## src/rtl/aes_ks_pkg.sv

```systemverilog
// -----------------------------------------------------------------------------
// aes_ks_pkg
// Shared types, constants and helpers for the AES-128 round-key sequencer.
//   ks_state_e : controller state (KS_IDLE, KS_EMIT)
//   aes_word_t : one 32-bit key-schedule word
//   aes_key_t  : one 128-bit round key, w0 in [127:96]
//   RCON_INIT  : round constant used to derive rk1
//   xtime      : GF(2^8) multiply-by-two, steps Rcon between rounds
//   rot_word   : cyclic byte rotate left of a word
// -----------------------------------------------------------------------------
package aes_ks_pkg;

    typedef enum logic {KS_IDLE, KS_EMIT} ks_state_e;

    typedef logic [31:0]  aes_word_t;
    typedef logic [127:0] aes_key_t;

    localparam logic [7:0] RCON_INIT = 8'h01;

    function automatic logic [7:0] xtime(input logic [7:0] r);
        return {r[6:0], 1'b0} ^ (r[7] ? 8'h1b : 8'h00);
    endfunction

    function automatic aes_word_t rot_word(input aes_word_t w);
        return {w[23:0], w[31:24]};
    endfunction

endpackage

```

## src/rtl/aes_sbox.sv

```systemverilog
// -----------------------------------------------------------------------------
// aes_sbox
// Forward AES S-box, purely combinational table lookup.
//   i_a : input byte
//   o_s : substituted byte
// -----------------------------------------------------------------------------
module aes_sbox (
    input  logic [7:0] i_a,
    output logic [7:0] o_s
);

    // Row r of the table holds S(16r .. 16r+15), leftmost byte first.
    localparam logic [0:255][7:0] SBOX = {
        128'h637c777bf26b6fc53001672bfed7ab76,
        128'hca82c97dfa5947f0add4a2af9ca472c0,
        128'hb7fd9326363ff7cc34a5e5f171d83115,
        128'h04c723c31896059a071280e2eb27b275,
        128'h09832c1a1b6e5aa0523bd6b329e32f84,
        128'h53d100ed20fcb15b6acbbe394a4c58cf,
        128'hd0efaafb434d338545f9027f503c9fa8,
        128'h51a3408f929d38f5bcb6da2110fff3d2,
        128'hcd0c13ec5f974417c4a77e3d645d1973,
        128'h60814fdc222a908846eeb814de5e0bdb,
        128'he0323a0a4906245cc2d3ac629195e479,
        128'he7c8376d8dd54ea96c56f4ea657aae08,
        128'hba78252e1ca6b4c6e8dd741f4bbd8b8a,
        128'h703eb5664803f60e613557b986c11d9e,
        128'he1f8981169d98e949b1e87e9ce5528df,
        128'h8ca1890dbfe6426841992d0fb054bb16
    };

    assign o_s = SBOX[i_a];

endmodule

```

## src/rtl/aes_subword.sv

```systemverilog
// -----------------------------------------------------------------------------
// aes_subword
// SubWord: applies the AES S-box to each byte of a 32-bit word.
// Purely combinational.
//   i_word : input word
//   o_word : substituted word, byte order preserved
// -----------------------------------------------------------------------------
module aes_subword
    import aes_ks_pkg::*;
(
    input  logic [31:0] i_word,
    output logic [31:0] o_word
);

    for (genvar g = 0; g < 4; g++) begin : g_sbox
        aes_sbox u_sbox (
            .i_a (i_word[8*g +: 8]),
            .o_s (o_word[8*g +: 8])
        );
    end

endmodule

```

## src/rtl/aes_round_key_seq.sv

```systemverilog
// -----------------------------------------------------------------------------
// aes_round_key_seq
// Iterative AES-128 key schedule. After key_load it presents rk0..NUM_ROUNDS
// one at a time on a valid/ready interface and pulses done once the last key
// has been accepted. One expansion step happens per accepted key.
//   clk, rst  : clock, asynchronous active-high reset
//   key_load  : start a schedule from key_in (ignored while busy)
//   key_in    : cipher key, w0 in [127:96]
//   busy      : schedule in progress
//   rk_valid  : rk_data/rk_idx carry a round key
//   rk_ready  : consumer accepts the key this cycle
//   rk_data   : current round key
//   rk_idx    : round number of rk_data
//   done      : one-cycle pulse after the final key is accepted
// -----------------------------------------------------------------------------
module aes_round_key_seq
    import aes_ks_pkg::*;
#(
    parameter int NUM_ROUNDS = 10,
    parameter int IDX_W      = 4
) (
    input  logic             clk,
    input  logic             rst,
    input  logic             key_load,
    input  logic [127:0]     key_in,
    output logic             busy,
    output logic             rk_valid,
    input  logic             rk_ready,
    output logic [127:0]     rk_data,
    output logic [IDX_W-1:0] rk_idx,
    output logic             done
);

    localparam logic [IDX_W-1:0] LAST_IDX = IDX_W'(NUM_ROUNDS);

    ks_state_e        r_state, w_next_state;
    aes_key_t         r_rk_data;
    logic [IDX_W-1:0] r_rk_idx;
    logic [7:0]       r_rcon;
    logic             r_done;

    logic             w_load, w_step, w_last;
    aes_word_t        w_sub, w_t;
    aes_word_t        w_w0, w_w1, w_w2, w_w3;
    aes_key_t         w_next_key;

    // Next round key, derived combinationally from the registered key.
    aes_subword u_subword (
        .i_word (rot_word(r_rk_data[31:0])),
        .o_word (w_sub)
    );

    assign w_t        = w_sub ^ {r_rcon, 24'h0};
    assign w_w0       = r_rk_data[127:96] ^ w_t;
    assign w_w1       = r_rk_data[95:64]  ^ w_w0;
    assign w_w2       = r_rk_data[63:32]  ^ w_w1;
    assign w_w3       = r_rk_data[31:0]   ^ w_w2;
    assign w_next_key = {w_w0, w_w1, w_w2, w_w3};

    always_ff @(posedge clk or posedge rst) begin
        if (rst) r_state <= KS_IDLE;
        else     r_state <= w_next_state;
    end

    always_comb begin
        w_next_state = r_state;
        w_load       = 1'b0;
        w_step       = 1'b0;
        w_last       = 1'b0;
        busy         = 1'b0;
        rk_valid     = 1'b0;
        case (r_state)
            KS_IDLE: begin
                if (key_load) begin
                    w_next_state = KS_EMIT;
                    w_load       = 1'b1;
                end
            end
            KS_EMIT: begin
                busy     = 1'b1;
                rk_valid = 1'b1;
                if (rk_ready) begin
                    if (r_rk_idx == LAST_IDX) begin
                        w_next_state = KS_IDLE;
                        w_last       = 1'b1;
                    end else begin
                        w_step = 1'b1;
                    end
                end
            end
            default: w_next_state = KS_IDLE;
        endcase
    end

    // Data path only moves on load or an accepted non-final key, so stalls
    // hold everything and the last key stays visible after done.
    always_ff @(posedge clk or posedge rst) begin
        if (rst) begin
            r_rk_data <= '0;
            r_rk_idx  <= '0;
            r_rcon    <= RCON_INIT;
            r_done    <= 1'b0;
        end else begin
            r_done <= w_last;
            if (w_load) begin
                r_rk_data <= key_in;
                r_rk_idx  <= '0;
                r_rcon    <= RCON_INIT;
            end else if (w_step) begin
                r_rk_data <= w_next_key;
                r_rk_idx  <= r_rk_idx + IDX_W'(1);
                r_rcon    <= xtime(r_rcon);
            end
        end
    end

    assign rk_data = r_rk_data;
    assign rk_idx  = r_rk_idx;
    assign done    = r_done;

endmodule

```

## config.mk

```make
export PLATFORM = sky130hd
export DESIGN_NAME = aes_round_key_seq
export DESIGN_NICKNAME = d
export VERILOG_FILES = /design/src/rtl/aes_ks_pkg.sv /design/src/rtl/aes_sbox.sv /design/src/rtl/aes_subword.sv /design/src/rtl/aes_round_key_seq.sv
export SDC_FILE = /design/constraint.sdc
export NUM_CORES = 1
export LEC_CHECK = 0
export ABC_AREA = 1
export BUFFER_PORTS_ARGS = -buffer_cell sky130_fd_sc_hd__clkbuf_2
export CAP_MARGIN = 5
export CORE_MARGIN = 5
export CORE_UTILIZATION = 31
export DETAILED_ROUTE_END_ITERATION = 6
export PLACE_DENSITY = 0.55
export SLEW_MARGIN = 20
export SYNTH_ARGS = -nofsm -noshare
export SYNTH_HDL_FRONTEND = slang
export SYNTH_SLANG_ARGS = --single-unit
```

## constraint.sdc

```tcl
create_clock -name clk -period 6.6 [get_ports clk]
set_clock_uncertainty 0.15 [all_clocks]
set_input_delay 1.98 -clock clk [delete_from_list [all_inputs] [get_ports clk]]
set_output_delay 1.98 -clock clk [all_outputs]
set_load 0.02 [all_outputs]
```

==> Word-level counts from Yosys, hierarchy flattened <==
Memories as Yosys holds them, arrays and structs flattened.
Cells that the tools add are included.
{ "totals": {"in_bits": 132, "mem_bits_ro": 8192, "elab_cells": 53, "ff_bits": 142, "n_memories": 4, "out_inout_bits": 135} }
{ "mem_list": {"columns": ["memory", "depth", "word_bits", "rd", "rd_ports_with_merged_regs", "write_ports", "line_no", "rtl"], "rows": [
  ["(no name shown)", 256, 8, 1, 0, 0, "aes_sbox.sv:32", "assign o_s = SBOX[i_a];"],
  ["(no name shown)", 256, 8, 1, 0, 0, "aes_sbox.sv:32", null],
  ["(no name shown)", 256, 8, 1, 0, 0, "aes_sbox.sv:32", null],
  ["(no name shown)", 256, 8, 1, 0, 0, "aes_sbox.sv:32", null]
]} }
{ "classes": {"add_sub_neg": 1, "mux": 26, "bitwise_logic": 11, "n_lt_le_gt_ge": 4, "n_reduce_logical": 1, "n_eq_ne": 1} }
{ "op_table": {"columns": ["op", "n"], "rows": [
  ["two-way mux 128 bit", 2],
  ["XOR 32 bit", 5],
  ["two-way mux 8 bit", 10],
  ["greater-or-equal comparator 9 bit, second input constant", 4],
  ["NOT 8 -> 9 bit", 4],
  ["two-way mux 1 bit", 10],
  ["two-way mux 4 bit", 2],
  ["XOR 8 x 5 -> 8 bit", 1],
  ["two-way mux 5 bit", 1],
  ["adder 4 x 1 -> 4 bit, second input constant", 1],
  ["equality test 4 bit, second input constant", 1],
  ["case mux 1 bit (2 select lines)", 1],
  ["nonzero test 2 bit", 1],
  ["NOT 1 bit", 1]
]} }

==> Longest topological paths before layout <==
Gate-level depths: netlist (run 1).
{ "depth": {"ltp_word": 11, "depth_mapped": 23, "depth_no_buf": 22} }

==> By module <==
A second synthesis (run 1) with hierarchy kept.
{ "unflattened": {"hier_cells": 3599, "hier_area_um2": 20403.3} }
{ "modules_own_cells": {"columns": ["module", "seq_area_each_um2", "area_per_inst_um2", "instances", "cells_per_inst"], "rows": [
  ["aes_sbox at u_subword.g_sbox[1].u_sbox ...", 0.0, 3093.0, 3, 635],
  ["aes_round_key_seq", 3554.7, 7996.4, 1, 1058],
  ["aes_sbox at u_subword.g_sbox[0].u_sbox", 0.0, 3128.0, 1, 636]
]} }

==> Worst setup path after synthesis (run 1) <==
Ideal clock, no wire load.
{ "synth_timing": {"kind": "input to register", "start": "input rk_ready", "end": "register r_rk_data[67], in the netlist rk_data[67]", "required_ps": 6381, "stages": 7, "path_slack_ps": 3244, "setup_ps": 69, "path_buffers": 3, "arrival_time_ps": 3137, "path_cell_list": "nand2_1 -> nor2_1 -> clkbuf_1 -> clkbuf_1 -> buf_1 -> nand2_1 -> nand3_1"} }
{ "synth_between": {"elab_chain_len": 3} }
{ "synth_lines": {"columns": ["item", "line_no", "rtl"], "rows": [
  ["start: declaration", "aes_round_key_seq.sv:28", "input logic rk_ready,"],
  ["two-way mux 1 bit", "aes_round_key_seq.sv:82", "if (rk_ready) begin"],
  ["two-way mux 1 bit", "aes_round_key_seq.sv:72", "case (r_state)"],
  ["nonzero test 2 bit (no line)", null, null],
  ["end signal: assignment", "aes_round_key_seq.sv:106", "r_rk_data <= key_in;"],
  ["end signal: assignment", "aes_round_key_seq.sv:110", "r_rk_data <= w_next_key;"],
  ["end: declaration", "aes_round_key_seq.sv:37", "aes_key_t r_rk_data;"]
]} }
Every way passes these cells.
A chain may end at the register's enable or synchronous reset.

==> Worst setup path after layout (run 1) <==
{ "layout_timing": {"start": "register r_rk_data[16], in the netlist rk_data[16]", "end": "register r_rk_data[29], in the netlist rk_data[29]"} }
{ "layout_between": {"elab_chain_len": 11} }
{ "layout_lines": {"columns": ["item", "line_no", "rtl"], "rows": [
  ["NOT 8 -> 9 bit (implied by the code)", "aes_sbox.sv:32", null],
  ["memory (256 x 8 bit)", null, null],
  ["two-way mux 8 bit (implied by the code) (2 in a row)", "aes_sbox.sv:32", null],
  ["XOR 32 bit", "aes_round_key_seq.sv:53", "assign w_t = w_sub ^ {r_rcon, 24'h0};"],
  ["XOR 32 bit", "aes_round_key_seq.sv:54", "assign w_w0 = r_rk_data[127:96] ^ w_t;"],
  ["XOR 32 bit", "aes_round_key_seq.sv:55", "assign w_w1 = r_rk_data[95:64] ^ w_w0;"],
  ["XOR 32 bit", "aes_round_key_seq.sv:56", "assign w_w2 = r_rk_data[63:32] ^ w_w1;"],
  ["XOR 32 bit", "aes_round_key_seq.sv:57", "assign w_w3 = r_rk_data[31:0] ^ w_w2;"],
  ["two-way mux 128 bit", "aes_round_key_seq.sv:109", "end else if (w_step) begin"],
  ["two-way mux 128 bit", "aes_round_key_seq.sv:105", "if (w_load) begin"]
]} }
Every way passes these cells. The select of a mux whose other input is x is not followed.

==> summary.md, run 1 <==
The flow ran to the end, but the final reports show violations. The final reports fail on DRC. The H-tree was split into 4 levels. Counting the fill cells in the layout gives 7291. After the last flow step, the layout net total stands at 3879. For this run, the detailed router's first-pass iteration total came to 7.

In the layout the commonest cells are 1177 x sky130_fd_sc_hd__nand2_1, 1122 x sky130_fd_sc_hd__nand3_1, 266 x sky130_fd_sc_hd__clkbuf_2. Across the run, the number of max-cap violations was 0. The critical path goes through inv_2 > ha_1 > inv_1 > nand2_2 > nand2_1 > inv_1 > nand2_1 > nand3_1 > nand2_1 > nand3_1 > nand3_1 > nand2_1 > nand2_1 > nand2_1 > nand2_1 > nand2_1 > nand2_1 > nand3_1 > nand3_1 > nand2_1 > nand2_1.

The standard cell with the maximum stage delay on the critical path was sky130_fd_sc_hd__dfrtp_1. The most used flip-flop cell after synthesis is sky130_fd_sc_hd__dfrtp_1. The tree built by TritonCTS fans out to 142 sinks. Counting flops with a built-in enable in the synthesized netlist gives 0. Aggregate global routing overflow: 0.

For the maximum buffer depth of the clock tree, the log shows 2. Antenna diode count: 0. The total via count in the routed design was 26759; the mean post-synth cell area was 5.55 um2.

Final non-filler cell total: 4553. The run gives 4.46 ns as the arrival time at the worst endpoint. The tools report the launching element type of the critical path as a flop. In this run, the number of DRC markers left after iteration 0 of detailed routing was 4174. For this run, design rule violations remaining after detail routing come to 2.

For the sequential element share of the synthesized area, the log shows 17.8%. The logs give 19.7% for the headroom to the max-slew limit and 31.1% for the effective utilization at floorplan. The critical path class is flop to flop. Slew of the pin with the lowest slew margin: 1.20 ns.

In this run the vertical extent of the chip is 264 um. The critical-path maximum fanout was 14. The number of standard-cell rows in the floorplan is 93. The number of vias per cell is 5.88, and the global routing usage summed across all routing layers is 27.4%. The tools report the critical path data required time as 6.84 ns. The placeable core area was 64100 um2; the mapped cell area was 19900 um2. Setup repair after global routing left no endpoint under its margin. Of all flip-flops after synthesis, the portion carrying an async set or reset was 100%. Once placement completed, the tool counted placed cells totaling 4521.

The tools report the final-report setup violation count as 0. The floorplan step defined a die boundary enclosing 69500 um2. The run gives 267 as the boundary pin count.

Counting stages on the worst path, the most repeated cell is sky130_fd_sc_hd__nand2_1. From left edge to right edge, the die measures 264 um. Post-route fraction of the period consumed by the critical path: 64.0%. The commonest non-fill, non-tap cell in the layout was sky130_fd_sc_hd__nand2_1.

For the estimated wirelength of the detail-placed design, the log shows 72200 um. The aggregate negative setup slack is 0 ns, and the achievable clock frequency is 0.237 GHz. The share of final-layout standard cells stronger than drive strength 1 was 11.7%. The run gives 0 as the initial antenna violation count.

The final layout contains routed wiring with a total length of 101000 um. The path class of the lowest-slack min-delay path was flop to flop. Maximum number of pins on one net before global-route repair: 78. The tools report the endpoint kind of the worst setup timing path as a flop. During synthesis, Yosys emitted a total of 0 warnings.

After clock tree synthesis, the clock-pin slew on the worst setup and hold paths is 0.07 ns. The number of buffers inserted during clock tree synthesis is 17, and the delay contributed by the slowest stage of the critical path is 0.90 ns. The number of instances in the synthesized netlist is 3594. The per-cell routed wire length came out at 22.3 um. Buffers placed on the I/O ports in this run total 266.

Once the clock tree was built, the setup fixing pass inserted 0 buffers. Counting flops and latches in the post-synthesis netlist gives 142. The tools report the final RePlAce weighted congestion as 1.04. The CTS root buffer was sky130_fd_sc_hd__clkbuf_16. The net count of the mapped netlist is 3788. TritonCTS built the clock tree. The first global-routing pass estimated 152000 um of wire. The logs give 24584 for the number of global-route vias before repair and 0.397 ns for the worst hold slack after final layout.

The detail route stage leaves a number of antenna-violating nets equal to 0. The logs give 0 for the final number of max-transition violations and 0.50 ns for the insertion delay of the later-clocked pin in the worst-skew pair. From synthesis to final layout, the design area changed by 10.6%. Final critical-path required period: 4.22 ns. The utilization after layout came out at 34.4%. The hold violation count in the final report is 0, and the number of unique standard cell types used by synthesis is 39.

For the number of resized instances in the post-cts repair step, the log shows 0. For this design, the CTS-stage hold fixing added 0 buffers.
[cells by family (layout without fill, tap and decap cells)]
| logic type | after synthesis | count (layout) | share of synthesized area [%] |
|---|---|---|---|
| compound gates | 355 | 355 | 10.7 |
| xor+xnor | 12 | 12 | 0.527 |
| fa+ha+maj | 62 | 62 | 3.89 |
| buf+inv | 498 | 602 | 11.1 |
| flops | 142 | 142 | 17.8 |
| simple gates | 2525 | 2525 | 55.9 |
[cells in the mapped netlist (2+ instances only)]
cell,n,area (um2)
sky130_fd_sc_hd__inv_2,20,75.1
sky130_fd_sc_hd__clkinv_1,4,15.0
sky130_fd_sc_hd__buf_4,21,158
sky130_fd_sc_hd__nand3_1,1122,5620
sky130_fd_sc_hd__o21ai_1,27,135
sky130_fd_sc_hd__nor2_1,136,510
sky130_fd_sc_hd__o21bai_1,6,45.0
sky130_fd_sc_hd__buf_2,92,460
sky130_fd_sc_hd__dfrtp_1,141,3530
sky130_fd_sc_hd__o221ai_1,14,123
sky130_fd_sc_hd__buf_6,17,191
sky130_fd_sc_hd__nor2_2,13,81.3
sky130_fd_sc_hd__xnor2_1,3,26.3
sky130_fd_sc_hd__a31oi_1,5,31.3
sky130_fd_sc_hd__xor2_1,9,78.8
sky130_fd_sc_hd__nand2_1,1177,4420
sky130_fd_sc_hd__clkbuf_1,71,267
sky130_fd_sc_hd__nand2_2,38,238
sky130_fd_sc_hd__inv_1,238,893
sky130_fd_sc_hd__or2_2,2,12.5
sky130_fd_sc_hd__ha_1,62,776
sky130_fd_sc_hd__buf_1,32,120
sky130_fd_sc_hd__nor3_1,5,25.0
sky130_fd_sc_hd__a21oi_2,2,17.5
sky130_fd_sc_hd__nand3b_1,14,105
sky130_fd_sc_hd__nand2_4,3,33.8
sky130_fd_sc_hd__nand3_2,3,30.0
sky130_fd_sc_hd__o211ai_1,106,796
sky130_fd_sc_hd__buf_8,2,30.0
sky130_fd_sc_hd__o22ai_1,10,62.6
sky130_fd_sc_hd__o21ai_0,98,490
sky130_fd_sc_hd__nand4_1,10,62.6
sky130_fd_sc_hd__a21oi_1,85,425
[state kept, by name, indices dropped and copies added, names as in the netlist]
name,cells
r_state,1
rk_idx,4
done,1
r_rcon,8
rk_data,128
[area by class of cell]
| type | instances | area, um2 | share of cell area (%) |
|---|---|---|---|
| Tap cell | 855 | 1070 | 4.85 |
| Multi-Input combinational cell | 2954 | 14200 | 64.3 |
| Sequential cell | 142 | 3560 | 16.1 |
| Clock buffer | 19 | 443 | 2.01 |
| Timing Repair Buffer | 307 | 1650 | 7.49 |
| Clock inverter | 13 | 136 | 0.619 |
| Inverter | 263 | 1000 | 4.53 |
[worst max-delay path: cells and delay by family, from the launching register on]
| kind | cells | cell delay, ns |
|---|---|---|
| buffers and inverters | 3 | 0.70 |
| adder cells (fa/ha/maj) | 1 | 0.54 |
| AND/OR/NAND/NOR | 17 | 1.83 |
| flip-flops | 1 | 0.90 |
[per-layer routing]
metal | GRT usage (%) | up-vias | part of all wire (%)
li1 | - | 12314 | -
met1 | 37.7 | 12345 | 42
met2 | 41.3 | 1802 | 43
met3 | 6.55 | 298 | 11
met4 | 11.3 | 0 | 4.3
met5 | 0 | - | 0
[metrics by stage]
step / cell area [um2] / worst slack (ns)
after detailed placement: 21500 / 2.06
after CTS: 22000 / 2.55
final: 22000 / 2.38
after global placement: 21400 / 2.05
after global routing: 22000 / 2.15
after floorplan: 19900 / 0.662
[worst paths after layout]
kind	start	endpoint	slack (ns)	cells past startpoint
max reg2reg	rk_data[16]	rk_data[29]	2.38	21
max	rk_data[16]	rk_data[29]	2.38	21
min	r_rcon[0]	r_rcon[0]	0.40	2
max in group asynchronous	rst	rk_data[10]	3.73	3
min in group asynchronous	rst	rk_data[66]	1.49	2
min reg2reg	r_rcon[0]	r_rcon[0]	0.40	2
Power of run 1 is left out: the tool's default activity adds up to more than one toggle a clock period on the data nets, which glitch-free logic cannot reach.
==> run 2: changes to the inputs <==
- clock period: 6.6 -> 4.21 ns (I/O delays scaled with it)
==> run 2 against run 1 <==
The run still ends with DRC left. Clock-buffer cell count unchanged. Via count rose by 1.5%. Sequential share of layout area fell by 0.43 points. Final cell count rose by 1.3%. Critical path depth shrank 5. Register-to-register slack worse by 2.1 ns. Utilization rose by 0.92 points. Worst hold slack lost 0.014 ns. Flip-flop and latch count did not move.
==> summary.md, run 2 (synthesis results as in run 1) <==
The flow ran to the end, but the final reports show violations. The final reports fail on DRC. The hold violation count in the final report came out at 0 (unchanged). The share of final-layout standard cells stronger than drive strength 1 is 13.0% (+1.3 points).

The initial antenna violation count was 1 (+1); the per-cell routed wire length was 23.1 um (+3.7%). The logs give 4 (unchanged) for the total number of H-tree levels and 12200 um (+11%) for the sum of met3 wire segment lengths after detailed routing. Leaving out fill and tap cells, the most frequent cells in the layout are 1177 x sky130_fd_sc_hd__nand2_1, 1122 x sky130_fd_sc_hd__nand3_1, 266 x sky130_fd_sc_hd__clkbuf_2. The number of nets with antenna violations after detailed routing was 0 (unchanged).

Standard cell with the maximum stage delay on the critical path: sky130_fd_sc_hd__dfrtp_1. The chip width is 264 um (unchanged), and the overall die area is 69500 um2 (unchanged). The maximum number of pins on one net before global-route repair was 127 (+63%). The run gives 77600 um (+7.4%) as the estimated wirelength of the detail-placed design. The logs give 17 (unchanged) for the number of buffers inserted during clock tree synthesis and 4.20 ns (-0.26 ns) for the arrival time at the worst endpoint. Aggregate negative setup slack: 0 ns (unchanged). The run gives 0.50 ns (about the same) as the insertion delay of the later-clocked pin in the worst-skew pair.

Post-CTS setup-driven buffer insertion count: 0 (unchanged). The first-pass GRT wire length came out at 160000 um (+5.3%). Counting stages on the worst path, the most repeated cell is sky130_fd_sc_hd__nand3_1. The total via count in the routed design was 27150 (+1.5%). The run gives 93 (unchanged) as the number of standard-cell rows in the floorplan. The number of buffers and inverters on the critical path works out to 1 (-2). The critical-path maximum fanout was 14 (unchanged). Flip-flop count of the largest register, all copies and words added: 128 (unchanged). Critical path data required time: 4.45 ns (-2.39 ns).

For the placeable core area, the log shows 64100 um2 (unchanged). The root buffer cell chosen for the clock tree is sky130_fd_sc_hd__clkbuf_16. The boundary pin count came out at 267 (unchanged).

The number of violations of the max-capacitance limit came out at 0 (unchanged). TritonCTS built the clock tree. The min-delay analysis places its worst path in the category flop to flop. For the detailed-route DRC error count, the log shows 11 (+9). Sum of met2 wire segment lengths after detailed routing: 45400 um (+3.8%).

The top layer used by detailed routing is met5. The number of detailed-routing iterations run before antenna repair is 7 (unchanged). The tools report the headroom to the max-slew limit as 29.3% (+9.6 points). The worst setup path is captured at a flop. The number of nets in the finished design came out at 3939 (+1.5%).

The final critical-path required period is 3.96 ns (-0.265 ns). The final-report setup violation count came out at 0 (unchanged). The number of vias per cell came out at 5.89 (+0.14%). The die extent in y was 264 um (unchanged); the antenna diode count was 0 (unchanged). The post-CTS clock slew at the launch and capture registers of the worst setup and hold paths was 0.07 ns (about the same). The number of port buffers came out at 266 (unchanged).

Delay contributed by the slowest stage of the critical path: 0.74 ns (-0.16 ns). The total wirelength of the detailed-routed design came out at 106000 um (+5.0%). The run gives 29.1% (+1.6 points) as the global routing usage summed across all routing layers. The effective utilization at floorplan is 31.1% (unchanged). The logs give 0.253 GHz (+6.7%) for the achievable clock frequency and 0 (unchanged) for the post-cts hold buffer count. The area growth from synthesis to layout is 13.5%.

The tools report the final RePlAce weighted congestion as 1.09 (+4.6%). The commonest non-fill, non-tap cell in the layout was sky130_fd_sc_hd__nand2_1. The final number of max-transition violations was 0 (unchanged); the maximum buffer depth of the clock tree was 2 (unchanged).

The run gives 4467 (+7.0%) as the number of violations reported at the end of detailed-routing iteration 0. Setup repair after global routing left no endpoint under its margin. Number of global-route vias before repair: 25356 (+3.1%). The signal on the critical path passes through inv_2 > ha_1 > nand2_1 > nand3_1 > nand3b_1 > nand3_1 > nand3_1 > nand3_1 > nand3_1 > nand3_1 > nand2_2 > nand2_1 > nand3_1 > nand3_1 > nand2_1 > nand2_1.

The post-route fraction of the period consumed by the critical path was 94.0% (+30 points). The routed length on met1 was 44000 um (+4.1%); the slew of the pin with the lowest slew margin was 1.06 ns (-0.144 ns). Among cell families on the critical path, the largest total delay comes from simple AND/OR/NAND/NOR gates. STA classifies the critical path startpoint as a flop. The clock sink count is 142 (unchanged), and the aggregate global routing overflow is 0 (unchanged).

The run gives 0 (unchanged) as the number of resized instances in the post-cts repair step. The setup path with the least slack is of type flop to flop.
[run 2: cell count changes in the layout (fill, tap and decap cells not counted), sizes merged]
| cell | delta |
|---|---|
| buf | +60 |
| bufinv | +2 |
| clkinv | -1 |
| clkinvlp | +1 |
| inv | -2 |
[run 2: worst paths after layout]
check / start / end / slack, ns / cells after the start
max: rk_data[16] / rk_data[24] / 0.25 / 16
min: r_rcon[0] / r_rcon[0] / 0.38 / 2
max reg2reg: rk_data[16] / rk_data[24] / 0.25 / 16
min reg2reg: r_rcon[0] / r_rcon[0] / 0.38 / 2
max in group asynchronous: rst / rk_data[34] / 2.73 / 3
min in group asynchronous: rst / rk_data[113] / 0.69 / 3
[run 2: worst reg2reg max path: stages, from the launching register on]
cell and delay (ns):
sky130_fd_sc_hd__dfrtp_1 0.74, sky130_fd_sc_hd__inv_2 0.26, sky130_fd_sc_hd__ha_1 0.40, sky130_fd_sc_hd__nand2_1 0.55, sky130_fd_sc_hd__nand3_1 0.41, sky130_fd_sc_hd__nand3b_1 0.19
sky130_fd_sc_hd__nand3_1 0.10, sky130_fd_sc_hd__nand3_1 0.16, sky130_fd_sc_hd__nand3_1 0.16, sky130_fd_sc_hd__nand3_1 0.16, sky130_fd_sc_hd__nand3_1 0.14, sky130_fd_sc_hd__nand2_2 0.12
sky130_fd_sc_hd__nand2_1 0.07, sky130_fd_sc_hd__nand3_1 0.07, sky130_fd_sc_hd__nand3_1 0.07, sky130_fd_sc_hd__nand2_1 0.07, sky130_fd_sc_hd__nand2_1 0.04
[run 2: layer usage]
layer / vias up / track usage (%)
met5: - / 0
met4: 2 / 12.3
met3: 343 / 6.81
met2: 1948 / 43.4
met1: 12439 / 40.2
li1: 12418 / -
[run 2: final cells by class]
type / instances / area (um2)
multi-input combinational: 2954 / 14200
clock inverter: 13 / 190
fill: 7319 / 41500
timing repair buffer: 367 / 2200
sequential: 142 / 3560
clock buffer: 19 / 433
inverter: 263 / 998
tap: 855 / 1070
[run 2: per-stage QoR]
stage	worst slack [ns]	cell area, um2	util (%)	instances	hold WS, ns
2_1_floorplan	1.02	19900	-	3594	0.352
3_3_place_gp	0.324	22000	34.3	4581	0.368
3_5_place_dp	0.448	22000	34.3	4581	0.374
4_1_cts	0.418	22600	35.3	4613	0.384
5_1_grt	0.109	22600	35.3	4613	0.399
6_report	0.251	22600	35.3	4613	0.383
Power of run 2 is left out for the same reason.
